[config.mk]
export PLATFORM = sky130hd
export DESIGN_NAME = cascaded_bcd_counter
export DESIGN_NICKNAME = d
export VERILOG_FILES = /design/src/rtl/counter_pkg.sv /design/src/rtl/decade_digit.sv /design/src/rtl/cascaded_bcd_counter.sv
export SDC_FILE = /design/constraint.sdc
export NUM_CORES = 1
export LEC_CHECK = 0
export CELL_PAD_IN_SITES_DETAIL_PLACEMENT = 1
export CELL_PAD_IN_SITES_GLOBAL_PLACEMENT = 1
export CORE_ASPECT_RATIO = 0.9
export CORE_MARGIN = 2
export CORE_UTILIZATION = 34
export DETAILED_ROUTE_END_ITERATION = 12
export HOLD_SLACK_MARGIN = 0.08
export MAX_ROUTING_LAYER = met4
export PLACE_DENSITY = 0.77
export SYNTH_ARGS = -nofsm -noshare
export SYNTH_HDL_FRONTEND = slang
export SYNTH_SLANG_ARGS = --single-unit
[constraint.sdc]
create_clock -name clockIn -period 2.3 [get_ports clockIn]
set_clock_uncertainty 0.2 [all_clocks]
set_input_delay 0.69 -clock clockIn [delete_from_list [all_inputs] [get_ports clockIn]]
set_output_delay 0.69 -clock clockIn [all_outputs]
set_load 0.01 [all_outputs]
[src/rtl/counter_pkg.sv]
// Shared BCD digit definitions for the cascaded decade counter.
package counter_pkg;
    localparam int unsigned BCD_W = 4;
    localparam logic [BCD_W-1:0] BCD_MAX = 4'd9;
    localparam logic [BCD_W-1:0] BCD_MIN = 4'd0;

    typedef logic [BCD_W-1:0] bcd_digit_t;

    // Out-of-range load nibbles saturate at 9 so the count stays pure BCD.
    function automatic bcd_digit_t clamp_bcd(input bcd_digit_t nibble);
        return (nibble > BCD_MAX) ? BCD_MAX : nibble;
    endfunction
endpackage

[src/rtl/decade_digit.sv]
// One decade (0..9) digit with clear/load/step and a direction-aware terminal flag.
module decade_digit
    import counter_pkg::*;
(
    input  logic             clockIn,
    input  logic             reset,
    input  logic             clear,
    input  logic             load,
    input  logic [BCD_W-1:0] loadNibble,
    input  logic             step,
    input  logic             up,
    output logic [BCD_W-1:0] value,
    output logic             terminal
);

    assign terminal = up ? (value == BCD_MAX) : (value == BCD_MIN);

    always_ff @(posedge clockIn) begin
        if (reset || clear) begin
            value <= BCD_MIN;
        end else if (load) begin
            value <= clamp_bcd(loadNibble);
        end else if (step) begin
            if (up)
                value <= (value == BCD_MAX) ? BCD_MIN : value + 4'd1;
            else
                value <= (value == BCD_MIN) ? BCD_MAX : value - 4'd1;
        end
    end

endmodule

[src/rtl/cascaded_bcd_counter.sv]
// Multi-digit up/down BCD counter; digits cascade through a ripple step-enable chain.
module cascaded_bcd_counter
    import counter_pkg::*;
#(
    parameter int unsigned DIGITS = 4
) (
    input  logic                  clockIn,
    input  logic                  reset,
    input  logic                  enable,
    input  logic                  up,
    input  logic                  hold,
    input  logic                  clear,
    input  logic                  load,
    input  logic [4*DIGITS-1:0]   loadValue,
    output logic [4*DIGITS-1:0]   bcdOut,
    output logic                  carryOut,
    output logic                  overflow
);

    logic              step_base;
    logic              wrap;
    logic [DIGITS-1:0] step;
    logic [DIGITS-1:0] terminal;

    assign step_base = enable & ~hold;
    // A full-range wrap is a step arriving while every digit sits at its terminal value.
    assign wrap      = step_base & (&terminal);

    for (genvar i = 0; i < DIGITS; i++) begin : g_digit
        if (i == 0) begin : g_first
            assign step[i] = step_base;
        end else begin : g_rest
            assign step[i] = step_base & (&terminal[i-1:0]);
        end

        decade_digit u_digit (
            .clockIn    (clockIn),
            .reset      (reset),
            .clear      (clear),
            .load       (load),
            .loadNibble (loadValue[i*BCD_W +: BCD_W]),
            .step       (step[i]),
            .up         (up),
            .value      (bcdOut[i*BCD_W +: BCD_W]),
            .terminal   (terminal[i])
        );
    end

    always_ff @(posedge clockIn) begin
        if (reset || clear || load) begin
            carryOut <= 1'b0;
            overflow <= 1'b0;
        end else begin
            carryOut <= wrap;
            if (wrap)
                overflow <= 1'b1;
        end
    end

endmodule

# Yosys cells after proc, flatten, opt, wreduce, memory -nomap -nowiden
# Index checks and enable logic that the tools add are counted.
dict set report totals {
  reg_bits 18
  latchBits 0
  mem_bits_rw 0
  mem_bits_ro 0
  inputBits 23
  memories 0
}
dict set report classes {
  add_sub_neg 8
  mul 0
  div_mod_pow 0
  n_lt_le_gt_ge 4
  n_eq_ne 4
  shift 0
  muxes 28
  n_bitwise 6
  reduce_logical 13
}
# operator count
set ops {}
lappend ops {{two-way mux 4 bit} 24}
lappend ops {{adder 4 x 1 -> 4 bit, second input constant} 4}
lappend ops {{== test 4 bit, second input constant} 4}
lappend ops {{> comparator 4 bit, second input constant} 4}
lappend ops {{logical NOT 4 bit} 4}
lappend ops {{subtractor 4 x 1 -> 4 bit, second input constant} 4}
lappend ops {{nonzero test 2 bit} 4}
lappend ops {{AND 1 bit} 5}
lappend ops {{two-way mux 1 bit} 4}
lappend ops {{AND reduction 4 bit} 1}
lappend ops {{AND reduction 3 bit} 1}
lappend ops {{logical OR 1 bit} 2}
lappend ops {{AND reduction 2 bit} 1}
lappend ops {{inverter 1 bit} 1}

# Logic depth before layout (Yosys ltp)
# Gate-level depths: netlist (run 1).
dict set report depth {
  depth_word 6
  ltp_mapped 8
  mapped_depth_nobuf 5
}

# By module
# Synthesis (run 1) repeated with hierarchy kept, for this count alone.
dict set report hier_totals {
  cells_unflattened 170
  hier_area_um2 1405.1
}
# module n_inst cells_each area_each_um2
set modules_own_cells {}
lappend modules_own_cells {decade_digit 4 40 324.1}
lappend modules_own_cells {cascaded_bcd_counter 1 10 108.9}

# Least setup slack after synthesis (run 1)
# No wires, ideal clock.
dict set report synth_timing {
  path_kind {input-to-reg}
  startpoint {input up}
  endpoint {register g_digit[2].u_digit.value[2]}
  setup_ps 140
  t_arrival_ps 1793
  path_slack_ps 168
  stages 8
  n_path_buf 3
  path_cell_list {buf_4 > clkbuf_1 > buf_2 > nand3_1 > a32oi_1 > a21oi_1 > a21oi_1 > a21oi_1}
}
dict set report synth_via {
  elab_chain_len 4
  elab_cells_between_ends 8
}
# element line_no
set synth_rtl {}
lappend synth_rtl {{start, declared} cascaded_bcd_counter.sv:10} ;# input logic up,
lappend synth_rtl {{two-way mux 1 bit} decade_digit.sv:16} ;# assign terminal = up ? (value == BCD_MAX) : (value == BCD_MIN);
lappend synth_rtl {{AND reduction 2 bit} cascaded_bcd_counter.sv:33} ;# assign step[i] = step_base & (&terminal[i-1:0]);
lappend synth_rtl {{AND 1 bit} cascaded_bcd_counter.sv:33}
lappend synth_rtl {{nonzero test 2 bit (no source line)} --}
lappend synth_rtl {{end signal, assigned} decade_digit.sv:22} ;# value <= clamp_bcd(loadNibble);
lappend synth_rtl {{end signal, assigned} decade_digit.sv:25} ;# value <= (value == BCD_MAX) ? BCD_MIN : value + 4'd1;
lappend synth_rtl {{end signal, assigned} decade_digit.sv:27} ;# value <= (value == BCD_MIN) ? BCD_MAX : value - 4'd1;
lappend synth_rtl {{end, declared} decade_digit.sv:12} ;# output logic [BCD_W-1:0] value,
# Parallel ways exist; a longest one is shown, timed or not. The select of a mux whose other input is x is not followed.
# A chain may end at the register's enable or synchronous reset.

# Worst setup path in the final report (run 1)
dict set report layout_timing {
  startpoint {register g_digit[0].u_digit.value[3]}
  endpoint {output bcdOut[3]}
}
# element line_no
set layout_rtl {}
lappend layout_rtl {{start, declared} decade_digit.sv:12}
lappend layout_rtl {{start signal, assigned} decade_digit.sv:22}
lappend layout_rtl {{start signal, assigned} decade_digit.sv:25}
lappend layout_rtl {{start signal, assigned} decade_digit.sv:27}
lappend layout_rtl {{end, declared} cascaded_bcd_counter.sv:15} ;# output logic [4*DIGITS-1:0] bcdOut,
# No word-level cell between the ends.

==> results of run 1 <==
==> synthesized netlist by cell type (2+ instances only) <==
cell	count	share of area (%)
o21ai_0	21	6.9
nor2_1	20	4.9
dfxtp_1	18	23
a21oi_1	16	5.2
clkbuf_1	10	2.4
nor2b_1	9	3.7
buf_2	8	2.6
nand2_1	8	2.0
mux2i_1	7	4.6
nand3_1	7	2.3
xnor2_1	6	3.4
a221oi_1	4	2.3
and2_1	4	1.6
and3_1	4	1.6
nor3_1	4	1.3
o22ai_1	4	1.6
or2_2	4	1.6
a31oi_1	3	1.2
nand2b_1	3	1.2
nor4_1	3	1.2
o21a_1	3	1.5
xor2_1	3	1.7
a2bb2oi_1	2	1.1
a311oi_1	2	1.1
and4b_1	2	1.3
buf_1	2	0.49
buf_6	2	1.5
inv_1	2	0.49
nand3b_1	2	0.98
nor3_4	2	2.1
o31ai_1	2	0.98
==> state kept, by name, indices dropped and copies added, names as in the netlist <==
signal	cells
carryOut	1
g_digit.u_digit.value	16
overflow	1
==> power by group through the flow <==
stage	combinational [W]	sequential [W]	clock, W
3_3_place_gp	0.000261	0.000345	0
6_report	0.000268	0.000339	0.000271
3_5_place_dp	0.000264	0.000346	0
2_1_floorplan	0.000149	0.000343	0
5_1_grt	0.000297	0.000342	0.000291
4_1_cts	0.000268	0.000339	0.000277
==> final timing paths <==
kind	startpoint	end	slack (ns)	cells after the start
min	overflow	overflow	0.29	1
max	g_digit[0].u_digit.value[3]	bcdOut[3]	0.08	1
min reg2reg	overflow	overflow	0.29	1
max reg2reg	g_digit[0].u_digit.value[3]	g_digit[3].u_digit.value[3]	0.33	7
==> layout make-up <==
type                    count  area (um^2)
clock buffers               4        55.05
fillers                   551         2203
inverters                   3        11.26
multi-input cells         162         1065
flip-flops and latches     18        366.6
well taps                  62        77.57
repair buffers             67        624.3
==> kinds of logic after synthesis <==
| kind of cell | share of synthesized area, % |
|---|---|
| AO/OA/AOI/OAI | 30.34 |
| AND/OR/NAND/NOR | 28.22 |
| flip-flops | 23.49 |
| XOR/XNOR | 5.139 |
| multiplexers | 4.568 |
| buffers and inverters | 8.239 |
==> routing by layer <==
layer / GRT usage [%] / share of wire [%]
met1: 27.24 / 51
met2: 31.19 / 45
met3: 4.179 / 3.5
met4: 3.348 / 0.51
met5: - / 0
==> per-stage QoR <==
step / utilization [%] / cells / instance area (um^2)
floorplan: - / 206 / 1534
global placement: 47.97 / 312 / 2112
detailed placement: 47.97 / 312 / 2112
CTS: 49.47 / 316 / 2178
global route: 49.96 / 316 / 2200
finish: 49.96 / 316 / 2200
==> placed cells by master, fill, tap and decap left out, drive strengths merged, types with 2 or more instances in the layout <==
cell,n
nand3b,2
and4b,2
a21oi,16
nor3,6
xor2,3
clkdlybuf4s50,38
dfxtp,18
xnor2,6
o31ai,2
a311oi,2
nand2b,3
clkbuf,4
a221oi,5
inv,2
nor4,3
nand3,7
nor2,21
and2,4
a2bb2oi,2
or2,4
and3,4
mux2i,7
a31oi,3
nand2,8
o21a,3
o22ai,4
o21ai,22
buf,27
nor2b,9
==> repair_timing <==
action	CTS	global route
endpoints found under the setup margin	17	12
pin swaps	0	2
gates resized for setup	5	9
==> reports/summary.txt, run 1 <==
===========================================================================
Run status                                                        completed
Worst Path Buf+Inv                                                        1
Setup tns final                                                        0 ns
Final weighted congestion in routability-driven placement            0.8350
Synthesis Warnings                                                        0
Final setup slack of the worst path                              0.07988 ns
Clock sink total                                                         18
RSZ-0062 raised after global routing                                     no
Count of pins over their slew limit                                       0
Most used flip-flop cell after synthesis                            dfxtp_1
Worst max-slew margin expressed relative to the limit                76.26%
# DRC                                                                     0
Pre-antenna DRT Iters                                                     4
Final number of setup-violating endpoints                                 0
Remaining global-route overflow                                           0
Placed wire-length estimate after detailed placement                3273 um
Average size of a mapped cell                                    7.446 um^2
Total power draw                                                0.0008792 W
Pin slew with the least headroom to its limit                     0.3562 ns
Number of flip-flops and latches in the synthesized netlist              18
Number of buffers on the longest clock path                               2
CTS tree                                                                yes
Clock power share                                                     30.9%
Critical path data required time                                    1.41 ns
CTS clk-pin slew, worst paths                                       0.08 ns
Worst skew pair latency                                             0.26 ns
Distinct cells, synth                                                    50
Starting utilization of the core area                                34.84%
Initial antenna violation count                                           0
Max stage delay on crit path                                        0.59 ns
All-Layer GR Usage                                                   20.04%
Die span in y                                                      67.72 um
Final Routed Wirelength                                             4504 um
Crit path launch type                                              register
Cell leakage power                                                0.8157 nW
Global-route wire length before repair                              7624 um
Worst setup slack after placement                                -0.4673 ns
Ratio of final minimum period to clock period                        96.53%
CTS Root Cell                                                      clkbuf_8
Async set or reset register ratio after synthesis                        0%
Inserted Clock Buffers                                                    3
Nets@finish                                                             278
Syn Std Cell Area                                              0.001534 mm^2
Maximum number of pins on one net before global-route repair             17
Sort of element at the end of the critical path                 output port
Switching pwr                                                   0.0002594 W
Synthesized net count                                                   229
Hold violation total from the final report                                0
Worst Hold Slack                                                  0.2926 ns
P_int                                                           0.0006197 W
Maximum fanout along the worst path                                       8
Min-delay worst type                                           register to register
WL/cell                                                            14.25 um
First-iteration detailed-routing DRC count                               97
Critical path's top delay family                               buffers and inverters
Number of antenna-violating nets in the routed design                     0
Post-synth EDFFs                                                          0
Sequential fraction of the synthesis area                            23.49%
Clock H-tree levels                                                       1
F_max                                                            0.4504 GHz
Port Buffers                                                             40
Die span in x                                                      74.80 um
Number of standard-cell rows in the floorplan                            23
Core ar.                                                       0.004403 mm^2
Max-cap violations                                                        0
Critical path arrival                                               1.33 ns
Via count of the first global-routing pass                             1607
Cell count after synthesis                                              206
Cell Pwr Density                                               399.7 mW/mm^2
Critical-path cell with the highest stage delay                clkdlybuf4s50_1
Synth-to-layout area growth                                          43.39%
Sw frac                                                              29.51%
Die area                                                       0.005065 mm^2
Number of vias per cell after detailed routing                        5.304
Total vias in the final route                                          1676
Seq pwr share                                                         38.6%
Worst Setup Path Type                                          register to output port
Worst-case vdd ir drop                                             268.5 uV
Number of top-level pins                                                 41
ANT cells                                                                 0
Relative contribution of combinational cells to total power           30.5%
Min cycle time layout                                              2.220 ns
Quantity of hold-fixing buffers added after cts                           0
Layout cells sized above 1                                           19.69%
Buffer count from post-CTS setup fixing                                   0
Ordered cell list for the critical path                        clkdlybuf4s50_1
===========================================================================
No activity file was read; power rests on OpenSTA's default activity.
==> run 2: changes to the inputs <==
- CTS_CLUSTER_DIAMETER: not set -> 100
- REMOVE_ABC_BUFFERS: not set -> 1
==> reports/summary.txt, run 2 (synthesis gave the netlist of run 1 again) <==
============================================================================
F_max                                                             0.4542 GHz
Maximum fanout along the worst path                                        9
Total vias in the final route                                           1675
Met2 wire len                                                        2162 um
Seq pwr share                                                          37.8%
Switching pwr                                                    0.0002740 W
Core ar.                                                        0.004403 mm^2
Cell leakage power                                                 0.8188 nW
Number of buffers on the longest clock path                                2
Buffer count from post-CTS setup fixing                                    0
Synth-to-layout area growth                                           43.56%
Inserted Clock Buffers                                                     3
Crit path launch type                                              input pin
Relative contribution of combinational cells to total power            30.6%
M1 WL                                                                2174 um
Die span in y                                                       67.72 um
Number of antenna-violating nets in the routed design                      0
Critical path arrival                                                2.16 ns
Final Routed Wirelength                                              4625 um
Final number of setup-violating endpoints                                  0
Worst Hold Slack                                                   0.2886 ns
Sort of element at the end of the critical path                     register
Number of non-filler instances in the completed layout                   314
Placed wire-length estimate after detailed placement                 3336 um
Pin slew with the least headroom to its limit                      0.3713 ns
Remaining global-route overflow                                            0
Count of pins over their slew limit                                        0
CTS Root Cell                                                       clkbuf_8
Clock H-tree levels                                                        1
Global-route wire length before repair                               7707 um
Die span in x                                                       74.80 um
WL/cell                                                             14.73 um
All-Layer GR Usage                                                    20.52%
Cell Pwr Density                                                405.8 mW/mm^2
Min-delay worst type                                            register to register
First-iteration detailed-routing DRC count                               133
Initial antenna violation count                                            0
Worst-case vdd ir drop                                              313.1 uV
Max-cap violations                                                         0
Fill cell instance count of the final layout                             533
Nets@finish                                                              276
# DRC                                                                      0
Sw frac                                                               30.65%
Maximum number of pins on one net before global-route repair              20
Min cycle time layout                                               2.202 ns
Most frequent cells in the layout                               37 x clkdlybuf4s50_1, 23 x buf_4, 20 x nor2_1, 18 x o21ai_0, 16 x a21oi_1
Number of vias per cell after detailed routing                         5.334
Registers with the most flip-flops                              g_digit.u_digit.value x16, carryOut x1, overflow x1
Run status                                                         completed
Final weighted congestion in routability-driven placement             0.8333
Most common library cell in the layout ignoring fill and taps   clkdlybuf4s50_1
Worst Setup Path Type                                           input pin to register
Highest Signal Layer                                                    met4
ANT cells                                                                  0
Number of instances in the placed design                                 310
Pre-antenna DRT Iters                                                      4
Die area                                                        0.005065 mm^2
CTS tree                                                                 yes
RSZ-0062 raised after global routing                                     yes
Number of flip-flops in the largest register                              16
Number of standard-cell rows in the floorplan                             23
Layout cells sized above 1                                            18.65%
CTS clk-pin slew, worst paths                                        0.08 ns
Top reg by flops                                                g_digit.u_digit.value
Port Buffers                                                              40
Worst max-slew margin expressed relative to the limit                 75.08%
Via count of the first global-routing pass                              1649
Ratio of final minimum period to clock period                         95.73%
Quantity of hold-fixing buffers added after cts                            0
Area of the multi-input gates                                   0.001076 mm^2
Critical path data required time                                     2.26 ns
Clock power share                                                      31.7%
Routed length on met3                                                 247 um
Clock sink total                                                          18
Worst skew pair latency                                              0.27 ns
Hold violation total from the final report                                 0
Number of top-level pins                                                  41
Total area of sequential cells                                    365.4 um^2
P_int                                                            0.0006198 W
Starting utilization of the core area                                 34.84%
============================================================================
-- run 2: layout make-up --
type / count / share of cell area (%)
Tap cell: 62 / 3.523
Inverter: 3 / 0.5114
Sequential cell: 18 / 16.59
Multi-Input combinational cell: 162 / 48.86
Timing Repair Buffer: 65 / 28.01
Clock buffer: 4 / 2.500
-- run 2: metal layers --
metal	GRT usage [%]	up-vias
met2	33.30	41
met4	4.688	0
li1	-	837
met3	3.731	4
met5	-	-
met1	26.56	793
-- run 2: per-stage QoR --
step | power [W] | instance area (um^2) | utilization (%) | setup TNS [ns] | setup slack (ns)
floorplan | 0.0004692 | 1419 | - | 0 | 0.04914
global placement | 0.0006050 | 2110 | 47.91 | -5.437 | -0.4075
detailed placement | 0.0006116 | 2110 | 47.91 | -6.318 | -0.4816
CTS | 0.0008963 | 2175 | 49.39 | 0 | 0.009068
global route | 0.0009348 | 2202 | 50.01 | -0.02606 | -0.02606
finish | 0.0008937 | 2202 | 50.01 | 0 | 0.09822
-- run 2: worst max-delay path, cell delays in order --
cell	delay, ns
dlygate4sd2_1	0.31
buf_4	0.20
nor3_4	0.14
o211ai_4	0.10
nor3_4	0.35
mux2i_1	0.27
o21ai_1	0.10
-- run 2: path summary, 6_finish.rpt --
kind                               startpoint                     endpoint  slack (ns)  depth (start not counted)
setup / recovery                           up  g_digit[3].u_digit.value[2]         0.1                          7
hold / removal                       overflow                     overflow        0.29                          1
setup reg to reg  g_digit[0].u_digit.value[0]  g_digit[3].u_digit.value[2]        0.42                          6
hold reg to reg                      overflow                     overflow        0.29                          1
-- run 2: timing repair --
item	CTS	global route
resized for setup	5	10
pin swaps	1	4
endpoints found under the setup margin	16	14
-- run 2: power by group through the flow --
stage | sequential (W) | clock (W) | combinational, W
6_report | 0.000337 | 0.000283 | 0.000273
5_1_grt | 0.000340 | 0.000294 | 0.000301
4_1_cts | 0.000337 | 0.000288 | 0.000271
3_5_place_dp | 0.000344 | 0 | 0.000268
3_3_place_gp | 0.000344 | 0 | 0.000261
2_1_floorplan | 0.000360 | 0 | 0.000109
==> run 3: changes to the inputs <==
- MAX_ROUTING_LAYER: met4 -> not set
==> results of run 3 <==
Final layout, timing and power as in run 2 (identical DEF).
Among the figures that moved: final weighted congestion in routability-driven placement 0.8333 -> 0.8209; via count of the first global-routing pass 1649 -> 1650; overall routing resource usage 20.52% -> 19.94%
